### config.mk
export PLATFORM = sky130hd
export DESIGN_NAME = bomba_duplex_ctrl
export DESIGN_NICKNAME = d
export VERILOG_FILES = /design/src/rtl/bomba_duplex_ctrl.sv
export SDC_FILE = /design/constraint.sdc
export NUM_CORES = 1
export LEC_CHECK = 0
export BUFFER_PORTS_ARGS = -buffer_cell sky130_fd_sc_hd__clkbuf_2
export CAP_MARGIN = 0
export CORE_MARGIN = 4
export CORE_UTILIZATION = 57
export CTS_CLUSTER_SIZE = 20
export DETAILED_ROUTE_END_ITERATION = 10
export GPL_TIMING_DRIVEN = 1
export PLACE_DENSITY = 0.73
export SETUP_SLACK_MARGIN = 0.02
export SKIP_LAST_GASP = 1
export SLEW_MARGIN = 20
export SYNTH_ARGS = -nofsm -noshare
export SYNTH_HDL_FRONTEND = slang
export SYNTH_SLANG_ARGS = --single-unit
export TNS_END_PERCENT = 5
### constraint.sdc
create_clock -name ck -period 2.1 [get_ports ck]
set_input_delay 0.21 -clock ck [delete_from_list [all_inputs] [get_ports ck]]
set_output_delay 0.21 -clock ck [all_outputs]
set_load 0.02 [all_outputs]
### src/rtl/bomba_duplex_ctrl.sv
// Duplex sump-pump scheduler: lead/lag alternation, anti-short-cycle timing,
// and latched sensor/timeout faults driven from a synchronized 3-bit level bus.
module bomba_duplex_ctrl #(
  parameter int TW      = 16,
  parameter int MIN_ON  = 16,
  parameter int MIN_OFF = 16,
  parameter int MAX_RUN = 1024
) (
  input  logic       ck,
  input  logic       rst_i,
  input  logic [2:0] sensores_i,
  input  logic       ack_i,
  output logic [1:0] bomba_o,
  output logic       alarma_o,
  output logic [1:0] fault_o,
  output logic       lead_o
);

  typedef enum logic [2:0] {
    IDLE     = 3'd0,
    RUN_LEAD = 3'd1,
    RUN_BOTH = 3'd2,
    REST     = 3'd3,
    FAULT    = 3'd4
  } state_t;

  localparam logic [TW-1:0] MIN_ON_T   = TW'(MIN_ON);
  localparam logic [TW-1:0] MIN_OFF_M1 = TW'(MIN_OFF - 1);
  localparam logic [TW-1:0] MAX_RUN_M1 = TW'(MAX_RUN - 1);
  localparam logic [TW-1:0] TMR_SAT    = '1;

  localparam logic [1:0] F_NONE = 2'b00;
  localparam logic [1:0] F_SENS = 2'b01;
  localparam logic [1:0] F_TOUT = 2'b10;

  logic [2:0]    sync1_q, sync2_q;
  state_t        state_q, state_d;
  logic [TW-1:0] timer_q, timer_d;
  logic          lead_q, lead_d;
  logic [1:0]    code_q, code_d;
  logic [1:0]    bomba_q;
  logic          alarma_q;
  logic [1:0]    fault_q;

  logic s0, s1, s2, inv;

  assign s0  = sync2_q[0];
  assign s1  = sync2_q[1];
  assign s2  = sync2_q[2];
  assign inv = (s2 & ~s1) | (s1 & ~s0);

  // Fault checks come first so an invalid level pattern or timeout always wins
  // over a stop or an escalation in the same cycle.
  always_comb begin
    state_d = state_q;
    timer_d = (timer_q == TMR_SAT) ? timer_q : timer_q + 1'b1;
    lead_d  = lead_q;
    code_d  = code_q;
    case (state_q)
      IDLE: begin
        if (inv) begin
          state_d = FAULT;
          code_d  = F_SENS;
        end else if (s1) begin
          state_d = RUN_LEAD;
          timer_d = '0;
        end
      end
      RUN_LEAD, RUN_BOTH: begin
        if (inv) begin
          state_d = FAULT;
          code_d  = F_SENS;
        end else if (timer_q == MAX_RUN_M1) begin
          state_d = FAULT;
          code_d  = F_TOUT;
        end else if (!s0 && timer_q >= MIN_ON_T) begin
          state_d = REST;
          timer_d = '0;
          lead_d  = ~lead_q;
        end else if (state_q == RUN_LEAD && s2) begin
          state_d = RUN_BOTH;
        end else if (state_q == RUN_BOTH && !s1) begin
          // lag drops out mid-cycle; run time keeps accumulating for the lead
          state_d = RUN_LEAD;
        end
      end
      REST: begin
        if (inv) begin
          state_d = FAULT;
          code_d  = F_SENS;
        end else if (timer_q == MIN_OFF_M1) begin
          state_d = IDLE;
        end
      end
      FAULT: begin
        if (ack_i && !inv) begin
          state_d = REST;
          timer_d = '0;
        end
      end
      default: state_d = IDLE;
    endcase
  end

  // Output registers follow the state one cycle later.
  always_ff @(posedge ck or posedge rst_i) begin
    if (rst_i) begin
      sync1_q  <= '0;
      sync2_q  <= '0;
      state_q  <= IDLE;
      timer_q  <= '0;
      lead_q   <= 1'b0;
      code_q   <= F_NONE;
      bomba_q  <= 2'b00;
      alarma_q <= 1'b0;
      fault_q  <= F_NONE;
    end else begin
      sync1_q <= sensores_i;
      sync2_q <= sync1_q;
      state_q <= state_d;
      timer_q <= timer_d;
      lead_q  <= lead_d;
      code_q  <= code_d;
      case (state_q)
        RUN_LEAD: bomba_q <= lead_q ? 2'b10 : 2'b01;
        RUN_BOTH: bomba_q <= 2'b11;
        default:  bomba_q <= 2'b00;
      endcase
      alarma_q <= (state_q == FAULT);
      fault_q  <= (state_q == FAULT) ? code_q : F_NONE;
    end
  end

  assign bomba_o  = bomba_q;
  assign alarma_o = alarma_q;
  assign fault_o  = fault_q;
  assign lead_o   = lead_q;

endmodule

# Yosys cells after proc, flatten, opt, wreduce, memory -nomap -nowiden
# Index checks and enable logic that the tools add are counted.
# W data, S select, Z words.
# word_totals
regBits	33
out_inout_bits	6
# classes
add_sub_neg	1
magnitude_cmp	1
n_eq_ne	13
n_mux	26
bitwise_logic	8
n_reduce_logical	14
# ops
operator	count
$mux W16	7
$pmux W16 S3	1
$mux W3	10
$add A16 B1 Y16 const B	1
$eq A16 B10 Y1 const B	1
$eq A16 B16 Y1 const B	1
$eq A16 B4 Y1 const B	1
$ge A16 B5 Y1 const B	1
$pmux W3 S4	1
$mux W2	5
$ne A3 B3 Y1 const B	3
$pmux W2 S2	2
$reduce_and A4 Y1	2
$eq A3 B2 Y1 const B	2
$ne A6 B6 Y1 const B	1
$not A1 Y1	5
$logic_and A1 B1 Y1	4
$reduce_or A2 Y1	2
$eq A3 B1 Y1 const B	1
$eq A3 B3 Y1 const B	1
$logic_not A1 Y1	3
$logic_not A3 Y1	1
$reduce_and A3 Y1	1
$and A1 B1 Y1	2
other kinds (4)	4

# Logic depth before layout (Yosys ltp)
# depth
word_depth	8
depth_mapped	7
mapped_depth_nobuf	6

# Least setup slack after synthesis
# Ideal clock, no wire load.
# synth_timing
kind	register to register
from	register timer_q[0]
to	register timer_q[0]
setup_time_ns	0.121
t_arrival_ns	1.623
required_ns	1.979
path_slack_ns	0.355
stages_incl_launch_ff	8
n_path_buf	1
synth_period_minus_slack_ns	1.745
cell_sequence	dfrtp_1 > ha_1 > and3_1 > nand4_1 > nand3_1 > a21oi_2 > buf_2 > nor2_1
# synth_via
elab_chain_len	6
# synth_lines
element	line_no	text
start, declared	38	logic [TW-1:0] timer_q, timer_d;
start signal, assigned	121	timer_q <= timer_d;
$add A16 B1 Y16 (tied with other cells)	56	timer_d = (timer_q == TMR_SAT) ? timer_q : timer_q + 1'b1;
$mux W16 or $logic_and A1 B1 Y1 (tied branches)	56, 76	
$mux W16	76	end else if (!s0 && timer_q >= MIN_ON_T) begin
$mux W16	73	end else if (timer_q == MAX_RUN_M1) begin
$mux W16	70	if (inv) begin
$pmux W16 S3 *	59	case (state_q)
net timer_d[0]	38	
# The timed path passes the listed nets; every way through them passes the cells marked *.
# A chain may end at the register's enable or synchronous reset.

# Worst setup path in the final report
# layout_timing
from	register timer_q[1]
to	register timer_q[7]
# Same word-level chain as after synthesis.

==> PnR_summary.wiki <==
{| class="wikitable"
! Metric !! Value
|-
| Status || finished clean
|-
| Setup slack of the worst register-to-register path || 0.20 ns
|-
| Worst-case headroom to the max-slew limit || 0.5958
|-
| Clk_lat worst skew || 0.35 ns
|-
| Growth of design area from synthesis to finish || 13.27%
|-
| Die width || 63.18 um
|-
| Cell count after synthesis || 181
|-
| DRT Wirelength || 3688 um
|-
| Maximum number of pins on one net before global-route repair || 34
|-
| Number of I/O pins || 12
|-
| Number of input and output port buffers inserted || 11
|-
| Routed wire length per instance || 15.97 um
|-
| Antenna fix cells || 0
|-
| Proportion of layout cells with a drive suffix above 1 || 0.1650
|-
| LEAKAGE || 0.8818 nW
|-
| Die Ht || 63.18 um
|-
| Hold Crit Depth || 3
|-
| Final Worst Setup Slack || 0.1951 ns
|-
| Maximum Capacitance Violations || 0
|-
| Total setup buffers inserted after CTS || 0
|-
| Most frequently used flop master after synthesis || sky130_fd_sc_hd__dfrtp_1
|-
| Clock tree from TritonCTS || built
|-
| Setup slack at placement || 0.1745 ns
|-
| Worst hold path class || primary input to flop
|-
| Worst path arrival time || 2.13 ns
|-
| Minimum period implied by the final worst setup slack || 1.905 ns
|-
| Area of the core || 0.002829 sq mm
|-
| Crit path kind || flop to flop
|-
| Vias per Instance || 6.329
|-
| Max Transition Viols Final || 0
|-
| Maximum net fanout on the critical path || 6
|-
| Count of buffer and inverter cells on the critical path || 0
|-
| Largest delay contributor family on the critical path || simple AND/OR/NAND/NOR gates
|-
| Clock sink count || 33
|-
| Post-Syn Area per Cell || 9.588 sq um
|-
| Final Hold Violating Endpoints || 0
|-
| Number of synthesized flops with an enable pin || 0
|-
| Setup repair after global routing missed its margin || true
|-
| Placed wire-length estimate after detailed placement || 2612 um
|-
| Required time of the critical path || 2.33 ns
|-
| Peak supply drop || 681.8 uV
|-
| Number of global-route vias before repair || 1373
|-
| Worst Min Path Start || ack_i
|-
| Final net count || 207
|-
| Critical-path cell list || ha_1, nand3_1, nor4_2, nor3_1, xnor2_1, nor2_1
|-
| Final worst clock skew || 0.02240 ns
|-
| Antenna viol nets, final || 0
|-
| Final setup violating endpoints || 0
|-
| Hold Path End || state_q[1]
|-
| Number of warning messages in the yosys log || 0
|-
| Deepest level of the CTS H-tree || 2
|-
| Global-route wire length before repair || 6492 um
|-
| Proportion of synthesized chip area in sequential cells || 0.4758
|-
| Final cell utilization of the core || 0.6948
|-
| Count of cell types in the netlist || 45
|-
| Net Count, Synth || 189
|-
| Combined flip-flop and latch cell area || 825.8 sq um
|-
| Grt ovf || 0
|-
| Final weighted congestion of routability-driven global placement || 0.8228
|-
| Count of state elements after synthesis || 33
|-
| Cell depth of the worst flop-to-flop path || 6
|-
| Overall fraction of global-route tracks in use || 0.2046
|-
| Iteration-0 DRC Markers || 100
|-
| Post-detailed-route DRC marker count || 0
|-
| Fraction of synthesis flops using an asynchronous set or reset pin || 1.000
|-
| Reg clk slew, reported paths || 0.10 ns
|-
| Slew at the pin closest to its max-slew limit || 0.6013 ns
|-
| Vias after detailed routing || 1462
|-
| Total clock buffers created by CTS || 5
|-
| Die Area || 0.003991 sq mm
|-
| Clock Root Buffer || sky130_fd_sc_hd__clkbuf_4
|-
| Area occupied by multi-input gates || 858.3 sq um
|-
| Number of iterations in the first detailed-routing pass || 4
|-
| FF-to-FF Start || timer_q[1]
|-
| Max Root-Sink Buffers || 2
|-
| Part of the cycle the worst path needs || 0.9071
|-
| R2r endpoint || timer_q[7]
|-
| Sort of element at the start of the critical path || flop
|-
| Number of core rows || 19
|-
| Antenna violations before repair || 0
|-
| Worst hold margin || 0.2268 ns
|-
| Post-synth design cell area || 0.001735 sq mm
|-
| Initial standard-cell utilization of the core || 0.6134
|-
| Stage delay of the slowest cell on the critical path || 0.61 ns
|-
| Critical-path cell with the highest stage delay || sky130_fd_sc_hd__nor4_2
|-
| Achievable Freq || 525.0 MHz
|-
| Type of destination of the critical path || flop
|-
| Total power divided by cell area || 1105 mW/mm^2
|-
| Fill cell count || 219
|}
-- power by group --
| part | switching, mW | total, mW | internal, mW | leakage (nW) |
|---|---|---|---|---|
| clock | 0.218 | 0.587 | 0.369 | 0.0552 |
| combinational | 0.423 | 0.693 | 0.270 | 0.397 |
| sequential | 0.137 | 0.892 | 0.755 | 0.429 |
-- sequential cells by signal, indices dropped and copies added (netlist names) --
name	cells
alarma_o	1
bomba_o	2
timer_q	16
state_q	3
lead_o	1
fault_o	2
code_q	2
sync2_q	3
sync1_q	3
-- synthesized netlist by cell type (3+ instances only) --
master                      n  area, sq um
sky130_fd_sc_hd__dfrtp_1   33        825.8
sky130_fd_sc_hd__nor2_1    24        90.09
sky130_fd_sc_hd__nand2_1   13        48.80
sky130_fd_sc_hd__a21oi_1    8        40.04
sky130_fd_sc_hd__and3_1     7        43.79
sky130_fd_sc_hd__nand3_1    7        35.03
sky130_fd_sc_hd__nand4_1    7        43.79
sky130_fd_sc_hd__xnor2_1    7        61.31
sky130_fd_sc_hd__inv_1      6        22.52
sky130_fd_sc_hd__nor3_1     6        30.03
sky130_fd_sc_hd__buf_2      5        25.02
sky130_fd_sc_hd__nand2b_1   5        31.28
sky130_fd_sc_hd__a31oi_1    4        25.02
sky130_fd_sc_hd__o21ai_0    4        20.02
sky130_fd_sc_hd__xor2_1     3        26.28
-- worst register-to-register path, stage by stage, from the launching register on --
cell                      delay (ns)
sky130_fd_sc_hd__dfrtp_1        0.43
sky130_fd_sc_hd__ha_1           0.23
sky130_fd_sc_hd__nand3_1        0.15
sky130_fd_sc_hd__nor4_2         0.61
sky130_fd_sc_hd__nor3_1         0.14
sky130_fd_sc_hd__xnor2_1        0.18
sky130_fd_sc_hd__nor2_1         0.06
-- per-layer routing --
metal	global-route usage	up-vias	wire length (um)
li1	-	691	-
met5	0	-	0
met4	0.07278	0	36
met1	0.2747	727	1635
met3	0.04263	4	191
met2	0.3281	40	1825
-- worst max path at each step --
stage,cells after the start,end,startpoint
finish,6,timer_q[7],timer_q[1]
global route,6,timer_q[5],timer_q[1]
CTS,5,timer_q[6],timer_q[1]
detailed placement,6,timer_q[11],timer_q[1]
global placement,6,timer_q[9],timer_q[1]
floorplan,7,timer_q[0],timer_q[0]
-- metrics by stage --
step	TNS, ns	area [sq um]	total power, mW	instances
2_1_floorplan	0	1735	1.377	181
3_3_place_gp	0	1819	1.557	219
3_5_place_dp	0	1819	1.577	219
4_1_cts	0	1962	2.177	231
5_1_grt	-0.02111	1966	2.304	231
6_report	0	1966	2.172	231
-- cell usage in the layout (no fill, tap or decap), types with 3 or more instances in the layout --
| cell type | n |
|---|---|
| sky130_fd_sc_hd__dlygate4sd3_1 | 4 |
| sky130_fd_sc_hd__nand3_1 | 7 |
| sky130_fd_sc_hd__clkbuf_4 | 5 |
| sky130_fd_sc_hd__nor3_1 | 6 |
| sky130_fd_sc_hd__nand2b_1 | 5 |
| sky130_fd_sc_hd__clkbuf_2 | 11 |
| sky130_fd_sc_hd__a31oi_1 | 4 |
| sky130_fd_sc_hd__xor2_1 | 3 |
| sky130_fd_sc_hd__xnor2_1 | 7 |
| sky130_fd_sc_hd__nand4_1 | 7 |
| sky130_fd_sc_hd__dfrtp_1 | 33 |
| sky130_fd_sc_hd__nor2_1 | 24 |
| sky130_fd_sc_hd__inv_1 | 6 |
| sky130_fd_sc_hd__o21ai_0 | 4 |
| sky130_fd_sc_hd__nand2_1 | 13 |
| sky130_fd_sc_hd__and3_1 | 7 |
| sky130_fd_sc_hd__buf_4 | 3 |
| sky130_fd_sc_hd__a21oi_1 | 8 |
-- cells by family after synthesis --
| group | Yosys count | synth area share |
|---|---|---|
| adders and majority gates | 2 | 0.01442 |
| and+or+nand+nor | 90 | 0.2942 |
| AOI/OAI and AO/OA | 31 | 0.1219 |
| xor gates and xnor gates | 10 | 0.05047 |
| buffers and inverters | 13 | 0.03172 |
| muxes | 2 | 0.01154 |
| DFF | 33 | 0.4758 |
-- area by class of cell --
| cell class | instances | share of cell area |
|---|---|---|
| clock inverters | 3 | 0.03310 |
| clock buffers | 5 | 0.01910 |
| repair buffers | 18 | 0.05983 |
| inverters | 6 | 0.01146 |
| well taps | 31 | 0.01973 |
| flip-flops and latches | 33 | 0.4201 |
| multi-input cells | 135 | 0.4367 |
-- timing repair --
| action | 4_1_cts | 5_1_grt |
|---|---|---|
| hold endpoints to repair | 36 | 0 |
| hold buffers | 4 | 0 |
| resized for setup | 0 | 1 |
| endpoints found under the setup margin | 0 | 5 |
No activity file was read; power rests on OpenSTA's default activity.
